$ cat config.mk
export PLATFORM = sky130hd
export DESIGN_NAME = fpu_arbiter
export DESIGN_NICKNAME = d
export VERILOG_FILES = /design/src/rtl/fpu_arbiter.sv
export SDC_FILE = /design/constraint.sdc
export NUM_CORES = 1
export LEC_CHECK = 0
export CORE_AREA = 2 2 272 274
export DETAILED_ROUTE_END_ITERATION = 12
export DIE_AREA = 0 0 274 276
export PLACE_DENSITY = 0.33
export SLEW_MARGIN = 20
export SYNTH_ARGS = -nofsm -noshare
export SYNTH_HDL_FRONTEND = slang
export SYNTH_SLANG_ARGS = --single-unit
$ cat constraint.sdc
create_clock -name clk -period 2.8 [get_ports clk]
set_clock_uncertainty 0.15 [all_clocks]
set_input_delay 0.56 -clock clk [delete_from_list [all_inputs] [get_ports clk]]
set_output_delay 0.56 -clock clk [all_outputs]
set_load 0.01 [all_outputs]
$ cat src/rtl/fpu_arbiter.sv
// rtl/fpu_arbiter.sv - round-robin arbiter sharing one FPU between NUM_REQ requesters
// Optional per-requester issue/stall counters under `FPU_ARB_PERF_EN.
module fpu_arbiter #(
  parameter int NUM_REQ         = 4,
  parameter int WIDTH           = 32,
  parameter int NUM_OPERANDS    = 3,
  parameter int CMD_W           = 24,
  parameter int MAX_OUTSTANDING = 4,
  parameter int TAG_W           = $clog2(NUM_REQ)
) (
  input  logic                                  clk,
  input  logic                                  rst,
  input  logic [NUM_REQ-1:0]                    req_valid_i,
  output logic [NUM_REQ-1:0]                    req_ready_o,
  input  logic [NUM_REQ*NUM_OPERANDS*WIDTH-1:0] req_operands_i,
  input  logic [NUM_REQ*CMD_W-1:0]              req_cmd_i,
  output logic [NUM_REQ-1:0]                    rsp_valid_o,
  input  logic [NUM_REQ-1:0]                    rsp_ready_i,
  output logic [WIDTH-1:0]                      rsp_result_o,
  output logic [4:0]                            rsp_status_o,
  input  logic                                  flush_i,
  output logic [NUM_OPERANDS*WIDTH-1:0]         fpu_operands_o,
  output logic [CMD_W-1:0]                      fpu_cmd_o,
  output logic [TAG_W-1:0]                      fpu_tag_o,
  output logic                                  fpu_in_valid_o,
  input  logic                                  fpu_in_ready_i,
  input  logic [WIDTH-1:0]                      fpu_result_i,
  input  logic [4:0]                            fpu_status_i,
  input  logic [TAG_W-1:0]                      fpu_tag_i,
  input  logic                                  fpu_out_valid_i,
  output logic                                  fpu_out_ready_o,
  output logic                                  fpu_flush_o,
  output logic                                  busy_o
`ifdef FPU_ARB_PERF_EN
  ,
  output logic [NUM_REQ*32-1:0]                 perf_issue_o,
  output logic [NUM_REQ*32-1:0]                 perf_stall_o
`endif
);

  localparam int OPS_W = NUM_OPERANDS * WIDTH;
  localparam logic [3:0] MAX_CNT = 4'(MAX_OUTSTANDING);

  typedef enum logic {ST_RUN, ST_FLUSH} state_t;

  state_t             r_state, w_state_next;
  logic [TAG_W-1:0]   r_rr_ptr, w_ptr_next;
  logic [3:0]         r_count, w_count_next;
  logic [TAG_W-1:0]   w_grant;
  logic               w_any;
  logic               w_tag_ok;
  logic               w_rsp_ready_sel;
  logic               w_issue;
  logic               w_retire;
  logic               w_dec;

  function automatic logic [TAG_W-1:0] wrap_idx(input int base, input int off);
    int s;
    s = base + off;
    if (s >= NUM_REQ) s = s - NUM_REQ;
    return s[TAG_W-1:0];
  endfunction

  // Scan downward so the smallest offset from the pointer wins.
  always_comb begin
    w_any   = 1'b0;
    w_grant = '0;
    for (int k = NUM_REQ - 1; k >= 0; k--) begin
      if (req_valid_i[wrap_idx(int'(r_rr_ptr), k)]) begin
        w_any   = 1'b1;
        w_grant = wrap_idx(int'(r_rr_ptr), k);
      end
    end
  end

  assign fpu_operands_o  = req_operands_i[w_grant*OPS_W +: OPS_W];
  assign fpu_cmd_o       = req_cmd_i[w_grant*CMD_W +: CMD_W];
  assign fpu_tag_o       = w_grant;
  assign rsp_result_o    = fpu_result_i;
  assign rsp_status_o    = fpu_status_i;
  assign w_tag_ok        = int'(fpu_tag_i) < NUM_REQ;
  assign w_rsp_ready_sel = w_tag_ok ? rsp_ready_i[fpu_tag_i] : 1'b1;
  assign busy_o          = !rst && (r_count != 4'd0);

  always_comb begin
    w_state_next    = r_state;
    w_ptr_next      = r_rr_ptr;
    w_count_next    = r_count;
    fpu_in_valid_o  = 1'b0;
    req_ready_o     = '0;
    rsp_valid_o     = '0;
    fpu_out_ready_o = 1'b1;
    fpu_flush_o     = 1'b0;
    w_issue         = 1'b0;
    w_retire        = 1'b0;
    w_dec           = 1'b0;
    if (rst) begin
      fpu_flush_o = 1'b1;
    end else begin
      case (r_state)
        ST_RUN: begin
          fpu_out_ready_o = w_rsp_ready_sel;
          for (int i = 0; i < NUM_REQ; i++) begin
            rsp_valid_o[i] = fpu_out_valid_i && w_tag_ok && (fpu_tag_i == TAG_W'(i));
          end
          w_retire = fpu_out_valid_i && fpu_out_ready_o;
          if (flush_i) begin
            fpu_flush_o  = 1'b1;
            w_count_next = 4'd0;
            w_state_next = ST_FLUSH;
          end else begin
            fpu_in_valid_o = w_any && (r_count < MAX_CNT);
            w_issue        = fpu_in_valid_o && fpu_in_ready_i;
            for (int i = 0; i < NUM_REQ; i++) begin
              req_ready_o[i] = w_issue && (w_grant == TAG_W'(i));
            end
            if (w_issue) w_ptr_next = wrap_idx(int'(w_grant), 1);
            // Never let a stray response wrap the counter below zero.
            w_dec = w_retire && (r_count != 4'd0);
            if (w_issue && !w_dec) w_count_next = r_count + 4'd1;
            else if (!w_issue && w_dec) w_count_next = r_count - 4'd1;
          end
        end
        ST_FLUSH: begin
          w_count_next = 4'd0;
          w_state_next = ST_RUN;
          if (flush_i) begin
            fpu_flush_o  = 1'b1;
            w_state_next = ST_FLUSH;
          end
        end
        default: w_state_next = ST_RUN;
      endcase
    end
  end

  always_ff @(posedge clk) begin
    if (rst) begin
      r_state  <= ST_RUN;
      r_rr_ptr <= '0;
      r_count  <= 4'd0;
    end else begin
      r_state  <= w_state_next;
      r_rr_ptr <= w_ptr_next;
      r_count  <= w_count_next;
    end
  end

`ifdef FPU_ARB_PERF_EN
  logic [31:0] r_perf_issue [NUM_REQ];
  logic [31:0] r_perf_stall [NUM_REQ];

  always_ff @(posedge clk) begin
    for (int i = 0; i < NUM_REQ; i++) begin
      if (rst) begin
        r_perf_issue[i] <= '0;
        r_perf_stall[i] <= '0;
      end else begin
        if (req_ready_o[i] && (r_perf_issue[i] != '1))
          r_perf_issue[i] <= r_perf_issue[i] + 32'd1;
        if (req_valid_i[i] && !req_ready_o[i] && (r_perf_stall[i] != '1))
          r_perf_stall[i] <= r_perf_stall[i] + 32'd1;
      end
    end
  end

  for (genvar g = 0; g < NUM_REQ; g++) begin : g_perf
    assign perf_issue_o[g*32 +: 32] = r_perf_issue[g];
    assign perf_stall_o[g*32 +: 32] = r_perf_stall[g];
  end
`endif

endmodule

==> summary.md <==
| Metric | Value |
|---|---|
| Status | finished with violations |
| Violated checks | negative setup slack |
| Mapped Nets | approximately 1.1k |
| CTS Hold Buffers Added | 0 |
| Overall Power | approximately 3.7 mW |
| Hold path startpoint | r_count[3] |
| Pwr dens | 256 nW/um^2 |
| Drt pass-1 iters | 4 |
| Cells after synthesis | 516 |
| Pin count of the biggest net entering global routing | 14 |
| Achievable Freq | roughly 330 MHz |
| RSZ-0062 raised after global routing | true |
| Distinct cell type count after synthesis | 36 |
| Placed insts | between 2k and 2.5k |
| Remaining routing DRC violations | 0 |
| Vert. Die Dim | 276 um |
| ANT nets after route | 0 |
| Synth area leader | mux2i_1 |
| Final Cycle Share | 1.07 |
| TritonCTS clock tree | yes |
| Clock Pin Slew Worst Setup and Hold Paths | approximately 40 ps |
| Vias | between 7k and 8k |
| Synth Flop Type | dfxtp_1 |
| Cell with the most instances after synthesis | mux2i_1 |
| Initial antenna violation count | 3 |
| Number of placement rows | 99 |
| Worst Setup Slack, final | -199 ps |
| Post-synth top cells | mux2i_1, buf_4, buf_12 |
| GPL Wtd Cong | about 0.8 |
| # IOs | 703 |
| Worst Setup SP | req_valid_i[0] |
| Layout overhead on the synthesized area | 187% |
| Crit path DAT | 2290 ps |
| Post-Layout Inst Area | roughly 15000 sq um |
| Critical path endpoint category | output pin |
| Root buffer cell | clkbuf_16 |
| Post-synthesis instance area | roughly 5100 sq um |
| Vias in the first global route | just under 8k |
| Most frequent cell on the critical path | buf_12 |
| Post-synth EDFFs | 0 |
| CTS Sinks | 7 |
| Final net count | around 1.8k |
| #FFs+latches synth | 7 |
| Worst path cell trace | buf_8, a21o_1, a21oi_2, o22a_4, buf_12, buf_12, buf_12, buf_12, buf_12, mux2i_4, mux2i_4, buf_6 |
| Hold/Removal Path Class | flop to flop |
| Final setup violation count | ~110 |
| Synth top area share | 0.711 |
| Slowest cell delay on critical path | 260 ps |
| Yosys warns | 0 |
| Global Route Usage Sum | 0.0942 |
| Footprint of the multi-input gates | around 4800 sq um |
| Final Hold Violating Endpoints | 0 |
| Slowest cell on the critical path | mux2i_4 |
| Worst Path Max Fanout | 4 |
| Final HPWL DP | 31.1 mm |
| Share of cells above drive strength 1 | 0.325 |
| LEAKAGE | between 5 and 6 nW |
| Total negative setup slack | -8650 ps |
| Maxcap violations | 0 |
| Latest clock arrival within the worst-skew pair | approximately 230 ps |
| Max clock buf depth | 2 |
| Fin util | 0.201 |
| Die Span X | ~270 um |
| Initial DRC Count | between 80 and 90 |
| Final Max Slew Viols | 0 |
| Overflow after GRT | 0 |
| Area occupied by registers | between 100 and 150 sq um |
| Starting Density | 0.0702 |
| Synth area leaders | mux2i_1, buf_4, buf_12 |
| Port Buffers | around 630 |
| Max-slew headroom | 0.801 |
| Area after DPL | between 10000 and 15000 sq um |
| Cts bufs inserted | 3 |
| Global-route wire length before repair | around 52 mm |
| Setup crit start kind | input port |
| Fillers | between 8k and 9k |
| Async SR Flop Fraction | 0 |
| Total core area | 72600 sq um |
| Routed len/inst | 17.6 um |
| Slew @ Worst Pin | about 290 ps |
| Worst r2r src | r_count[2] |
| Final wirelength | ~39 mm |
| Req. time, crit path | 2090 ps |
| Critical path class | input port to output pin |
| Final min period | 3000 ps |
| Fin cells | between 2k and 2.5k |
| Sequential area share after synthesis | 0.0275 |
| Full die area | 75600 sq um |
| Maximum level of the CTS H-tree | 1 |
| Vias per cell | 3.17 |
| Mean Syn Cell Area | between 9 and 10 sq um |
| Peak supply drop | slightly below 200 uV |
## critical path, delay by kind of cell
kind	cells	cell delay (ps)
buffers and inverters	7	790
muxes	2	380
AOI/OAI and AO/OA	3	540
## cells in the final DEF, fill, tap and decap left out, drive strengths merged, types with 2 or more instances in the layout
cell           instances
clkdlybuf4s50        486
mux2i                362
buf                  301
clkbuf                16
nor2                  13
dlygate4sd2           12
inv                    8
ha                     7
dfxtp                  7
a21oi                  6
or3                    4
and2                   4
diode                  3
nand2                  3
nand3                  3
nor3b                  2
xor2                   2
a21o                   2
nor2b                  2
nand2b                 2
## flip-flops by register name, indices dropped and copies added (netlist names)
register / count
r_count: 4
r_rr_ptr: 2
r_state: 1
## metal layers
metal | wire [um] | track usage | up-vias | share of wire
li1 | - | - | 3369 | -
met1 | 12500 | 0.0851 | 3207 | 0.32
met2 | 22200 | 0.204 | 430 | 0.57
met3 | 3580 | 0.0245 | 26 | 0.092
met4 | 651 | 0.0139 | 0 | 0.017
met5 | 0 | 0 | - | 0
## final timing paths
kind	end	slack, ps	depth (start not counted)
worst min-delay path	r_count[3]	370	2
worst min register to register	r_count[3]	370	2
worst max-delay path	fpu_operands_o[1]	-200	12
worst max register to register	r_count[3]	500	11
## through the flow
stage / hold slack [ps] / setup slack, ps
3_5_place_dp: 332 / -1090
5_1_grt: 395 / -262
4_1_cts: 342 / -321
3_3_place_gp: 320 / -1060
2_1_floorplan: 309 / 9.30
6_report: 369 / -199
## kinds of logic after synthesis
family	synth area share
buffers and inverters	0.177
adders and majority gates	0.0211
and+or+nand+nor	0.0363
muxes	0.715
DFF	0.0275
xor gates and xnor gates	0.00516
AOI/OAI and AO/OA	0.0172
## area by class of cell
class                      instances  share of cell area
antenna                            3            0.000514
clock buffer                       4             0.00539
inverter                           8             0.00257
multi-input combinational        423               0.331
sequential                         7             0.00968
tap                              959              0.0821
timing repair buffer             812               0.568
## repair_timing
action | in CTS | in global routing
gates cloned | 15 | 3
endpoints found under the setup margin | 135 | 125
setup buffers | 81 | 42
gates resized for setup | 734 | 165
pin swaps | 12 | 3
## power by group
group	leakage, nW	internal (mW)	switching, mW
combinational	5.53	2.09	1.30
sequential	0.0576	0.107	0.00636
clock	0.0382	0.190	0.0538
total	5.62	2.38	1.36
(Power assumes the default switching activity.)
